==> config.mk <==
export PLATFORM = sky130hd
export DESIGN_NAME = mux4_rr_arbiter_flat
export DESIGN_NICKNAME = d
export VERILOG_FILES = /design/src/rtl/mux4_rr_arbiter_pkg.sv /design/src/rtl/mux4_rr_arbiter_if.sv /design/src/rtl/mux4_rr_arbiter_rr_pick4.sv /design/src/rtl/mux4_rr_arbiter.sv /design/src/flat_wrapper.sv
export SDC_FILE = /design/constraint.sdc
export NUM_CORES = 1
export LEC_CHECK = 0
export CAP_MARGIN = 20
export CORE_MARGIN = 5
export CORE_UTILIZATION = 55
export DETAILED_ROUTE_END_ITERATION = 6
export GPL_TIMING_DRIVEN = 0
export PLACE_DENSITY = 0.79
export REMOVE_ABC_BUFFERS = 1
export SETUP_SLACK_MARGIN = 0.2
export SLEW_MARGIN = 10
export SYNTH_ARGS = -nofsm -noshare
export SYNTH_HDL_FRONTEND = slang
export SYNTH_SLANG_ARGS = --single-unit
export TNS_END_PERCENT = 100
==> constraint.sdc <==
create_clock -name clk -period 2.3 [get_ports clk]
set_clock_uncertainty 0.1 [all_clocks]
set_input_delay 0.345 -clock clk [delete_from_list [all_inputs] [get_ports clk]]
set_output_delay 0.345 -clock clk [all_outputs]
set_load 0.01 [all_outputs]
==> src/rtl/mux4_rr_arbiter_pkg.sv <==
`default_nettype none
// ============================================================================
//  mux_ctrl_pkg
//  Shared sizes, FSM state type and one-hot decode for the 4:1 mux arbiter.
//  Revision: 1.0
// ============================================================================
package mux_ctrl_pkg;

  localparam int NUM_REQ = 4;
  localparam int SEL_W   = 2;

  typedef enum logic [0:0] {
    ST_IDLE  = 1'b0,
    ST_GRANT = 1'b1
  } state_e;

  function automatic logic [SEL_W-1:0] onehot2idx(input logic [NUM_REQ-1:0] oh);
    logic [SEL_W-1:0] idx;
    idx = '0;
    for (int i = 0; i < NUM_REQ; i++) begin
      if (oh[i]) idx = SEL_W'(i);
    end
    return idx;
  endfunction

endpackage
`default_nettype wire

==> src/rtl/mux4_rr_arbiter_if.sv <==
`default_nettype none
// ============================================================================
//  mux4_rr_arbiter_if
//  Request/grant and mux-select bundle between requesters and the arbiter.
//  Revision: 1.0
// ============================================================================
interface mux4_rr_arbiter_if;
  import mux_ctrl_pkg::*;

  logic [NUM_REQ-1:0] req;
  logic [NUM_REQ-1:0] grant;
  logic               s0;
  logic               s1;
  logic               sel_valid;

  modport master (
    output req,
    input  grant,
    input  s0,
    input  s1,
    input  sel_valid
  );

  modport slave (
    input  req,
    output grant,
    output s0,
    output s1,
    output sel_valid
  );

endinterface
`default_nettype wire

==> src/rtl/mux4_rr_arbiter_rr_pick4.sv <==
`default_nettype none
// ============================================================================
//  rr_pick4
//  Combinational circular search: first set request at or after i_start.
//  Revision: 1.0
// ============================================================================
module rr_pick4
  import mux_ctrl_pkg::*;
(
  input  logic [NUM_REQ-1:0] i_req,
  input  logic [SEL_W-1:0]   i_start,
  output logic               o_found,
  output logic [SEL_W-1:0]   o_idx
);

  logic [SEL_W-1:0] w_pos;

  // Walk the offsets from farthest to nearest so the nearest hit wins.
  always_comb begin
    o_found = 1'b0;
    o_idx   = i_start;
    w_pos   = i_start;
    for (int k = NUM_REQ - 1; k >= 0; k--) begin
      w_pos = i_start + SEL_W'(k);
      if (i_req[w_pos]) begin
        o_found = 1'b1;
        o_idx   = w_pos;
      end
    end
  end

endmodule
`default_nettype wire

==> src/rtl/mux4_rr_arbiter.sv <==
`default_nettype none
// ============================================================================
//  mux4_rr_arbiter
//  Round-robin owner selection for a 4:1 mux with bounded bursts under contention.
//  Revision: 1.0
// ============================================================================
module mux4_rr_arbiter
  import mux_ctrl_pkg::*;
#(
  parameter int MAX_BURST = 4
)
(
  input  logic              clk,
  input  logic              rst_n,
  mux4_rr_arbiter_if.slave  bus
);

  localparam int CNT_W = $clog2(MAX_BURST + 1);
  localparam logic [CNT_W-1:0] c_max_burst = CNT_W'(MAX_BURST);

  state_e             r_state;
  state_e             w_state_nxt;
  logic [SEL_W-1:0]   r_ptr;
  logic [SEL_W-1:0]   w_ptr_nxt;
  logic [SEL_W-1:0]   r_sel;
  logic [SEL_W-1:0]   w_sel_nxt;
  logic [CNT_W-1:0]   r_cnt;
  logic [CNT_W-1:0]   w_cnt_nxt;
  logic [NUM_REQ-1:0] r_grant;
  logic [NUM_REQ-1:0] w_grant_nxt;
  logic               r_valid;
  logic               w_valid_nxt;

  logic [SEL_W-1:0]   w_owner;
  logic [NUM_REQ-1:0] w_others;
  logic [SEL_W-1:0]   w_handoff_start;
  logic               w_release;
  logic               w_idle_found;
  logic [SEL_W-1:0]   w_idle_idx;
  logic               w_hand_found;
  logic [SEL_W-1:0]   w_hand_idx;

  assign w_owner         = onehot2idx(r_grant);
  assign w_others        = bus.req & ~r_grant;
  assign w_handoff_start = w_owner + SEL_W'(1);
  assign w_release       = !bus.req[w_owner] || ((r_cnt == c_max_burst) && (|w_others));

  rr_pick4 u_pick_idle (
    .i_req   (bus.req),
    .i_start (r_ptr),
    .o_found (w_idle_found),
    .o_idx   (w_idle_idx)
  );

  // Handoff search excludes the current owner and starts just past it.
  rr_pick4 u_pick_handoff (
    .i_req   (w_others),
    .i_start (w_handoff_start),
    .o_found (w_hand_found),
    .o_idx   (w_hand_idx)
  );

  always_ff @(posedge clk) begin
    if (!rst_n) begin
      r_state <= ST_IDLE;
      r_ptr   <= '0;
      r_sel   <= '0;
      r_cnt   <= '0;
      r_grant <= '0;
      r_valid <= 1'b0;
    end else begin
      r_state <= w_state_nxt;
      r_ptr   <= w_ptr_nxt;
      r_sel   <= w_sel_nxt;
      r_cnt   <= w_cnt_nxt;
      r_grant <= w_grant_nxt;
      r_valid <= w_valid_nxt;
    end
  end

  always_comb begin
    w_state_nxt = r_state;
    w_ptr_nxt   = r_ptr;
    w_sel_nxt   = r_sel;
    w_cnt_nxt   = r_cnt;
    w_grant_nxt = r_grant;
    w_valid_nxt = r_valid;
    case (r_state)
      ST_IDLE: begin
        if (w_idle_found) begin
          w_state_nxt = ST_GRANT;
          w_grant_nxt = NUM_REQ'(1) << w_idle_idx;
          w_sel_nxt   = w_idle_idx;
          w_valid_nxt = 1'b1;
          w_cnt_nxt   = CNT_W'(1);
        end
      end
      ST_GRANT: begin
        if (w_release) begin
          w_ptr_nxt = w_handoff_start;
          if (w_hand_found) begin
            w_grant_nxt = NUM_REQ'(1) << w_hand_idx;
            w_sel_nxt   = w_hand_idx;
            w_cnt_nxt   = CNT_W'(1);
          end else begin
            // Select lines keep the last owner so the mux output stays stable.
            w_state_nxt = ST_IDLE;
            w_grant_nxt = '0;
            w_valid_nxt = 1'b0;
            w_cnt_nxt   = '0;
          end
        end else if (r_cnt != c_max_burst) begin
          w_cnt_nxt = r_cnt + CNT_W'(1);
        end
      end
      default: begin
        w_state_nxt = ST_IDLE;
        w_grant_nxt = '0;
        w_valid_nxt = 1'b0;
        w_cnt_nxt   = '0;
      end
    endcase
  end

  assign bus.grant     = r_grant;
  assign bus.s0        = r_sel[0];
  assign bus.s1        = r_sel[1];
  assign bus.sel_valid = r_valid;

endmodule
`default_nettype wire

==> src/flat_wrapper.sv <==
// flat-port wrapper written by rule: the top's interface ports become plain ports
module mux4_rr_arbiter_flat import mux_ctrl_pkg::*;
#(
  parameter int MAX_BURST = 4
)
  (clk, rst_n, bus_req, bus_grant, bus_s0, bus_s1, bus_sel_valid);
  mux4_rr_arbiter_if bus_i ();
  input  logic clk;
  input  logic rst_n;
  input wire logic [$bits(bus_i.req)-1:0] bus_req;
  output wire logic [$bits(bus_i.grant)-1:0] bus_grant;
  output wire logic [$bits(bus_i.s0)-1:0] bus_s0;
  output wire logic [$bits(bus_i.s1)-1:0] bus_s1;
  output wire logic [$bits(bus_i.sel_valid)-1:0] bus_sel_valid;
  assign bus_i.req = bus_req;
  assign bus_grant = bus_i.grant;
  assign bus_s0 = bus_i.s0;
  assign bus_s1 = bus_i.s1;
  assign bus_sel_valid = bus_i.sel_valid;
  mux4_rr_arbiter #(.MAX_BURST(MAX_BURST)) u_core (.clk(clk), .rst_n(rst_n), .bus(bus_i));
endmodule
# Word level (Yosys, flattened, before mapping)
# Index checks and enable logic that the tools add are counted.
[totals]
out_inout_bits = 7
ff_bits = 13
wordCells = 102
[classes]
n_addsub = 8
n_eq_ne = 7
muxes = 58
bitwise = 3
n_reduce_logical = 9
n_shift = 2
order_cmp = 9
[op_table]
columns = ["operator", "count"]
rows = [
  ["$lt 2x3->1 const B", 9],
  ["$mux 2", 13],
  ["$mux 1", 25],
  ["$bmux 1 s2", 9],
  ["$mux 4", 3],
  ["$mux 3", 3],
  ["$add 2x2->2 const B", 4],
  ["$ne 2x2->1 const B", 4],
  ["$pmux 4 s2", 1],
  ["$shl 1x2->4 const A", 2],
  ["$add 2x1->2 const B", 3],
  ["$ne 3x3->1 const B", 2],
  ["$pmux 3 s2", 1],
  ["$reduce_and 2->1", 3],
  ["$reduce_and 3->1", 2],
  ["$and 4x4->4", 1],
  ["$not 4->4", 1],
  ["$pmux 1 s2", 2],
  ["$pmux 2 s2", 1],
  ["$reduce_or 4->1", 1],
  ["$add 3x1->3 const B", 1],
  ["$eq 3x3->1 const B", 1],
  ["$logic_and 1x1->1", 1],
  ["$logic_not 1->1", 1],
  ["other kinds (2)", 2],
]

# Logic depth before layout (Yosys ltp)
# Gate-level depths: netlist of the first run.
[logic_depth]
depth_word = 15
ltp_mapped = 8

# Modules after synthesis
# Synthesis of the first run repeated with hierarchy kept, for this count alone.
[hier_totals]
hier_cells = 129
area_unflattened_um2 = 1038.5
[modules_own_cells]
columns = ["mod", "seq_area_each_um2", "area_per_inst_um2", "cells_per_inst", "instances"]
rows = [
  ["mux4_rr_arbiter", 260.2, 838.3, 97, 1],
  ["rr_pick4", 0.0, 100.1, 16, 2],
]

# Worst setup path before layout of the first run
# OpenSTA, ideal clock, no wires.
[synth_timing]
path_kind = "register to register"
start = "register u_core.r_grant[1], in the netlist u_core.bus.grant[1]"
end = "register u_core.r_cnt[1]"
t_required_ps = 2140
n_path_buf = 2
path_stages_with_launch = 9
period_less_slack_ps = 2024
setup_ps = 60
arrival_time_ps = 1864
setup_slack_ps = 276
cell_sequence = "dfxtp_1 > buf_6 > mux2i_1 > nor3_2 > nor4_4 > buf_6 > o21ai_2 > or4_1 > nand2_1"
[synth_via]
elab_chain_len = 9
word_cells_on_any_way = 15
[synth_lines]
columns = ["element", "line_no", "rtl"]
rows = [
  ["start: declaration", "mux4_rr_arbiter.sv:29", "logic [NUM_REQ-1:0] r_grant;"],
  ["start signal: assignment", "mux4_rr_arbiter.sv:76", "r_grant <= w_grant_nxt;"],
  ["$mux 1", "mux4_rr_arbiter_pkg.sv:21", "if (oh[i]) idx = SEL_W'(i);"],
  ["$mux 2 (2 in a row)", "mux4_rr_arbiter_pkg.sv:21", ""],
  ["$bmux 1 s2", "mux4_rr_arbiter.sv:46", "assign w_release = !bus.req[w_owner] || ((r_cnt == c_max_burst) && (|w_others));"],
  ["$mux 1 (implied by the code)", "mux4_rr_arbiter.sv:46", ""],
  ["$logic_not 1->1", "mux4_rr_arbiter.sv:46", ""],
  ["$logic_or 1x1->1 *", "mux4_rr_arbiter.sv:46", ""],
  ["$mux 3 / $ne 3x3->1 (equally long branches)", "n/a", ""],
  ["$pmux 3 s2 / $reduce_and 2->1 (equally long branches)", "n/a", ""],
  ["end signal: assignment", "mux4_rr_arbiter.sv:75", "r_cnt <= w_cnt_nxt;"],
  ["end: declaration", "mux4_rr_arbiter.sv:27", "logic [CNT_W-1:0] r_cnt;"],
]
# Mark *: on every way between the ends. The rest lies on a longest branch, timed or not. The select of a mux whose other input is x is not followed.
# A chain may end at the register's enable or synchronous reset.

# Final worst setup path of the first run
[layout_timing]
start = "register u_core.r_grant[2], in the netlist u_core.bus.grant[2]"
end = "register u_core.r_grant[2], in the netlist u_core.bus.grant[2]"
[layout_via]
elab_chain_len = 14
word_cells_on_any_way = 36
[layout_lines]
columns = ["element", "line_no", "rtl"]
rows = [
  ["$mux 2 (2 in a row)", "mux4_rr_arbiter_pkg.sv:21", ""],
  ["$add 2x1->2", "mux4_rr_arbiter.sv:45", "assign w_handoff_start = w_owner + SEL_W'(1);"],
  ["$add 2x2->2", "mux4_rr_arbiter_rr_pick4.sv:24", "w_pos = i_start + SEL_W'(k);"],
  ["$bmux 1 s2", "mux4_rr_arbiter_rr_pick4.sv:25", "if (i_req[w_pos]) begin"],
  ["$mux 1 (implied by the code)", "mux4_rr_arbiter_rr_pick4.sv:25", ""],
  ["$mux 2 (4 in a row)", "mux4_rr_arbiter_rr_pick4.sv:25", ""],
  ["$shl 1x2->4", "mux4_rr_arbiter.sv:102", "w_grant_nxt = NUM_REQ'(1) << w_hand_idx;"],
  ["$mux 4", "mux4_rr_arbiter.sv:101", "if (w_hand_found) begin"],
  ["$mux 4", "mux4_rr_arbiter.sv:99", "if (w_release) begin"],
  ["$pmux 4 s2", "mux4_rr_arbiter.sv:88", "case (r_state)"],
]
# Parallel ways exist; a longest one is shown, timed or not. The select of a mux whose other input is x is not followed.

==> impl_results.md, run 1 <==
- Peak VDD IR: between 0.7 and 0.8 mV
- Longest Clk Path Bufs: 2
- Layout Cells excl Fill: 187
- H-tree depth: 1
- Via-to-Cell Ratio: roughly 6.3
- Clock Pin Slew Worst Setup and Hold Paths: 0.07 ns
- DR iter-0 viols: 61
- Max-cap violations: 0
- Initial antenna violation count: 0
- Vias in the first global route: 1121
- RSZ-0062 raised after global routing: yes
- Die width: 55.2 microns
- Failing checks: design-rule violations
- # IOs: 13
- Critical Path Fanout Max: 7
- Worst Setup End Kind: flop
- Worst-Skew Late Latency: 0.29 ns
- Clk sinks: 13
- Die area: 3050 sq um
- Sequential area share after synthesis: 23.2%
- Post-synth top flop: dfxtp_1
- Synth Area in Adders: 2.23%
- Power Density: 1460 nW/um^2
- Synth unique cells: 53
- Final Cell Area: 1460 sq um
- Setup TNS: 0 ns
- Number of diodes: 0
- Avg WL per Cell: 17.3 microns
- Number of flops mapped to enable cells by yosys: 0
- Final ANT Viol Nets: 0
- Startpoint Class: flop
- IO buf count: 12
- Setup-failing EPs final: 0
- DRC violations left: 1
- Hold Violations, Final: 0
- Area fraction in compound gates after synthesis: 34.6%
- Slowest stage cell, crit path: dfxtp_4
- Placer congestion estimate: 0.869
- Arr. time, crit path: around 2.2 ns
- Layout area overhead: 29.6%
- Synth Area in XOR/XNOR: 0%
- Syn Area/Cell: 8.26 sq um
- Slowest stage delay, CP: 0.37 ns
- Final number of max-transition violations: 0
- Mux cell area share after synthesis: 4.45%
- Status: finished, violations left
- Hold Buf Count CTS: 0
- Final Cycle Share: 92.9%
- Detailed Route WL: 3240 microns
- CP cell instances: and2b_2 > o32ai_4 > nor4_4 > buf_4 > buf_6 > a31oi_4 > o31ai_2 > o221a_2
- Initial Utilization: 57.3%
- Mapped Area: about 1100 sq um
- WP data required: 2.38 ns
- Critical path class: flop to flop
- Largest net degree at the start of global routing: 22
- WP buf/inv: 2
- Total gr overflow: 0
- Register area: 273 sq um
- Via count: about 1200
- Fin nets: roughly 170
- CTS tree: built
- Number of synthesized register bits: 13
- Drt first pass iters: 7
- Share of cells above drive strength 1: 33.1%
- Die height: ~55 microns
- Fin crit period: 2.14 ns
- CORE AREA: 1960 sq um
- Global-route wire length before repair: 4980 microns
- Placed cells: 163
- HPWL Detailed: about 1800 microns
- Crit path max-delay family: compound AO/OA/AOI/OAI gates
- HP Class: flop to flop
- Total track usage: 19.9%
- Yosys Warn Count: 0
- Placed cell areas: 1210 sq um
- Fmax achieved: 0.468 GHz
- CTS Buf Count: 3
- Asr flop ratio synth: 0%
- Max-Slew Margin vs Limit: 47.3%
- Largest family of logic cells by synthesized area: compound AO/OA/AOI/OAI gates
- Multi-input gate area: 830 sq um
- Synth Instances: around 140
- Final hold slack: 0.390 ns
- CTS Root Cell: clkbuf_4
- Fill cells: 155
- Slew of the pin with the lowest slew margin: 0.789 ns
- # rows: 16
- Simple-gate area share of the yosys netlist: 26.6%
- Leak: 0.588 nW
logic make-up (layout without fill, tap and decap cells):
kind of cell	count (synthesis)	in the layout
adder cells (fa/ha/maj)	2	2
AND/OR/NAND/NOR	47	47
AO/OA/AOI/OAI	48	48
multiplexers	5	5
buffers and inverters	21	45
flip-flops	13	13
tightest hold or removal path, stage by stage (launching register included):
cell     delay, ns
dfxtp_1       0.33
nand2_1       0.06
mux2i_1       0.06
cell usage in the layout, fill, tap and decap left out, drive strengths merged, types with 3 or more instances in the layout:
cell type / netlist / routed
a211oi: 3 / 3
a21oi: 7 / 7
a31oi: 4 / 4
buf: 7 / 19
clkbuf: 5 / 7
clkdlybuf4s50: 0 / 8
dfxtp: 13 / 13
inv: 9 / 9
mux2i: 5 / 5
nand2: 10 / 10
nand2b: 4 / 4
nor2: 7 / 7
nor2b: 5 / 5
nor3: 3 / 3
o21ai: 9 / 9
o221a: 4 / 4
or3: 3 / 3
layout make-up:
cell class / count / area share (%)
well taps: 27 / 2.32
repair buffers: 32 / 17.9
flip-flops and latches: 13 / 18.7
clock buffers: 4 / 1.80
inverters: 9 / 2.32
multi-input cells: 102 / 57.0
per-layer routing:
metal | GRT usage (%) | wire, microns | part of all wire [%]
met4 | 6.60 | 76 | 2.3
met1 | 25.6 | 1360 | 42
met5 | 0 | 0 | 0
met3 | 6.53 | 254 | 7.8
met2 | 31.3 | 1550 | 48
synth_stat cells, types with 3 or more instances:
master    instances  area [sq um]
dfxtp_1          13           260
o221a_2           3          33.8
nand2b_1          4          25.0
buf_2             5          25.0
or3_1             3          18.8
nor2_1            7          26.3
o21ai_0           6          30.0
nand2_1          10          37.5
nor2b_1           5          31.3
mux2i_1           5          50.1
a31oi_1           3          18.8
a21oi_1           7          35.0
inv_1             8          30.0
clkbuf_1          5          18.8
metrics by stage:
stage	utilization [%]	setup slack (ns)	power, mW
2_1_floorplan	-	0.0469	1.15
3_3_place_gp	61.7	-0.521	1.40
3_5_place_dp	61.7	-0.584	1.43
4_1_cts	68.3	0.239	1.79
5_1_grt	74.2	0.102	2.25
6_report	74.2	0.164	2.12
power by group:
part | total, mW | leakage (nW) | switching, mW | internal [mW]
Combinational | 1.52 | 0.463 | 0.712 | 0.805
Sequential | 0.462 | 0.110 | 0.140 | 0.322
Clock | 0.142 | 0.0150 | 0.0746 | 0.0676
timing repair:
action                     4_1_cts  5_1_grt
pin swaps                        3        8
resized for setup               14       18
setup endpoints to repair       12        8
buffers inserted                10       10
state kept, by name, summed over array words and instances, names as in the netlist:
signal / flops
u_core.bus.grant: 4
u_core.r_sel: 2
u_core.r_ptr: 2
u_core.r_cnt: 3
u_core.bus.sel_valid: 1
u_core.r_state: 1
path summary, 6_finish.rpt:
path                                          start                  end  slack (ns)  cells after the start
worst min-delay path                u_core.r_ptr[0]      u_core.r_ptr[0]        0.39                      2
worst max-delay path            u_core.bus.grant[2]  u_core.bus.grant[2]        0.16                      8
worst max register to register  u_core.bus.grant[2]  u_core.bus.grant[2]        0.16                      8
worst min register to register      u_core.r_ptr[0]      u_core.r_ptr[0]        0.39                      2
Note: power is estimated with default switching activity, not from simulation.
==> run 2, diff against run 1 <==
--- a/config.mk
+++ b/config.mk
@@ -8,6 +8,7 @@
 export CAP_MARGIN = 20
 export CORE_MARGIN = 5
 export CORE_UTILIZATION = 55
+export CTS_BUF_LIST = sky130_fd_sc_hd__clkbuf_16
 export DETAILED_ROUTE_END_ITERATION = 6
 export GPL_TIMING_DRIVEN = 0
 export PLACE_DENSITY = 0.79
==> impl_results.md, run 2 (synthesized netlist as in run 1, its figures left out) <==
- Peak VDD IR: 0.755 mV (-3.0%)
- Largest net degree at the start of global routing: 22 (unchanged)
- Die height: 55.2 microns (unchanged)
- Max-cap violations: 0 (unchanged)
- Setup TNS: 0 ns (unchanged)
- NetSw: 0.909 mW (-1.9%)
- Critical path class: flop to flop
- Final hold slack: 0.385 ns (-0.00417 ns)
- Tot Pwr: 2.11 mW (-0.40%)
- Avg WL per Cell: 18.1 microns (+4.4%)
- Max-Slew Margin vs Limit: 64.5% (+17 points)
- Detailed Route WL: 3220 microns (-0.65%)
- Logic pwr share: 62.4% (-9.1 points)
- # rows: 16 (unchanged)
- CP cell instances: and2b_2 > buf_4 > a211oi_1 > o221a_2 > a21oi_1 > nor3_1 > o221a_2
- Status: complete, no violations
- Critical Path Fanout Max: 5 (-2)
- Share of cells above drive strength 1: 29.1% (-4.0 points)
- DR iter-0 viols: 44 (-28%)
- Via-to-Cell Ratio: 6.47 (+2.6%)
- CTS Buf Count: 3 (unchanged)
- Clk sinks: 13 (unchanged)
- WL met2: 1580 microns (+2.0%)
- Hold Buf Count CTS: 0 (unchanged)
- H-tree depth: 1 (unchanged)
- # IOs: 13 (unchanged)
- Internal Dissipation: 1.20 mW (+0.76%)
- WHS Path Cells: 2 (unchanged)
- CORE AREA: 1960 sq um (unchanged)
- Hold Violations, Final: 0 (unchanged)
- Final Cycle Share: 90.1% (-2.7 points)
- Longest Clk Path Bufs: 2 (unchanged)
- HP Class: flop to flop
- Worst-Skew Late Latency: 0.24 ns (-0.05 ns)
- Placer congestion estimate: 0.869 (unchanged)
- Setup-failing EPs final: 0 (unchanged)
- Drt first pass iters: 4 (-3)
- Die width: 55.2 microns (unchanged)
- Clock Pin Slew Worst Setup and Hold Paths: 0.04 ns (-0.03 ns)
- Most common cell after layout, fill and taps aside: nand2_1
- Net Sw Frac: 43.0% (-0.66 points)
- Vias in the first global route: 1035 (-7.7%)
- Crit path max-delay family: compound AO/OA/AOI/OAI gates
- Fmax achieved: 0.482 GHz (+3.0%)
- Final ANT Viol Nets: 0 (unchanged)
- Slowest stage delay, CP: 0.43 ns (+0.06 ns)
- Final number of max-transition violations: 0 (unchanged)
- DRC violations left: 0 (-1)
- Seq pwr share: 22.4% (+0.6 points)
- Via count: 1151 (-2.3%)
- Initial antenna violation count: 0 (unchanged)
- Total gr overflow: 0 (unchanged)
- WL met3: 200 microns (-21%)
- Fin nets: 160 (-5.3%)
- Startpoint Class: flop
- Final core occ: 73.7% (-0.51 points)
- CTS Root Cell: clkbuf_16
- Commonest non-fill, non-tap cells in the layout: nand2_1 (10), inv_1 (9), buf_4 (9), dfxtp_1 (9), clkdlybuf4s50_1 (8)
- Fin crit period: 2.07 ns (-0.0623 ns)
- IO buf count: 12 (unchanged)
- Clock share of power: 15.2% (+8.5 points)
- Highest Signal Layer: met4
- Leak: 0.572 nW (-2.8%)
- Number of diodes: 0 (unchanged)
- Total track usage: 19.2% (-0.72 points)
- Largest register FFs: 4 (unchanged)
- Levels on crit path: 7 (-1)
- Slew of the pin with the lowest slew margin: 0.533 ns (-0.257 ns)
- RSZ-0062 raised after global routing: yes
- WP data required: 2.33 ns (-0.05 ns)
- Slowest stage cell, crit path: a21oi_1
- Cells on worst reg2reg path: 7 (-1)
- Met1 wire length: 1340 microns (-1.3%)
- Layout area overhead: 28.7%
- CTS tree: built
- Final Cell Area: 1450 sq um (-0.69%)
- HPWL Detailed: 1850 microns (unchanged)
- Placed cell areas: 1210 sq um (unchanged)
- WP buf/inv: 1 (-1)
- Worst Setup End Kind: flop
- Initial Utilization: 57.3% (unchanged)
- Global-route wire length before repair: 4820 microns (-3.3%)
- Fill cells: 149 (-3.9%)
- Arr. time, crit path: 2.10 ns (-0.12 ns)
- Power Density: 1460 nW/um^2 (+0.28%)
- Die area: 3050 sq um (unchanged)
- Crit-path most repeated cell: o221a_2
[run 2: repair_timing]
| item | CTS | global route |
|---|---|---|
| gates resized for setup | 14 | 21 |
| endpoints found under the setup margin | 13 | 9 |
| pin swaps | 2 | 4 |
| buffers inserted | 4 | 7 |
[run 2: layout make-up]
class                   count  area (sq um)  share of cell area [%]
multi-input cells         102           838                    58.0
well taps                  27          33.8                    2.34
clock buffers               3          75.1                    5.19
clock inverters             1          3.75                   0.260
flip-flops and latches     13           273                    18.9
inverters                   9          33.8                    2.34
repair buffers             23           189                    13.1
[run 2: per-layer routing]
| metal | global-route usage (%) | vias up |
|---|---|---|
| met5 | 0 | - |
| met4 | 5.56 | 0 |
| met3 | 6.06 | 13 |
| met2 | 30.6 | 45 |
| met1 | 24.8 | 554 |
| li1 | - | 539 |
[run 2: metrics by stage]
step | setup WS [ns] | instances
after floorplan | 0.0469 | 124
after global placement | -0.521 | 163
after detailed placement | -0.584 | 163
after CTS | 0.197 | 171
after global routing | 0.119 | 178
final | 0.227 | 178
[run 2: path summary, 6_finish.rpt]
check | start | end | slack, ns
max | u_core.bus.grant[0] | u_core.bus.grant[2] | 0.23
min | u_core.r_ptr[0] | u_core.r_ptr[0] | 0.39
max reg2reg | u_core.bus.grant[0] | u_core.bus.grant[2] | 0.23
min reg2reg | u_core.r_ptr[0] | u_core.r_ptr[0] | 0.39
[run 2: worst min-delay path: stages (launching register included)]
cell and delay [ns]:
dfxtp_1 0.32, nand2_1 0.06, mux2i_1 0.06
[run 2: power groups by stage]
stage / sequential [mW] / combinational [mW] / clock [mW]
after global routing: 0.491 / 1.42 / 0.339
after detailed placement: 0.459 / 0.970 / 0
final: 0.474 / 1.32 / 0.322
after CTS: 0.473 / 1.09 / 0.329
after floorplan: 0.446 / 0.701 / 0
after global placement: 0.453 / 0.944 / 0
==> run 3, diff against run 2 <==
==> constraint.sdc (replaced) <==
create_clock -name clk -period 2.3 [get_ports clk]
set_clock_uncertainty 0.1 [all_clocks]
set_input_delay 0.345 -clock clk [delete_from_list [all_inputs] [get_ports clk]]
set_output_delay 0.345 -clock clk [all_outputs]
set_load 0.005 [all_outputs]
==> results of run 3 <==
The final DEF is identical to that of run 2. Status: complete, no violations.
Main changes from that run: total power 2.11 mW -> 2.09 mW; worst IR drop on VDD 0.755 mV -> 0.743 mV
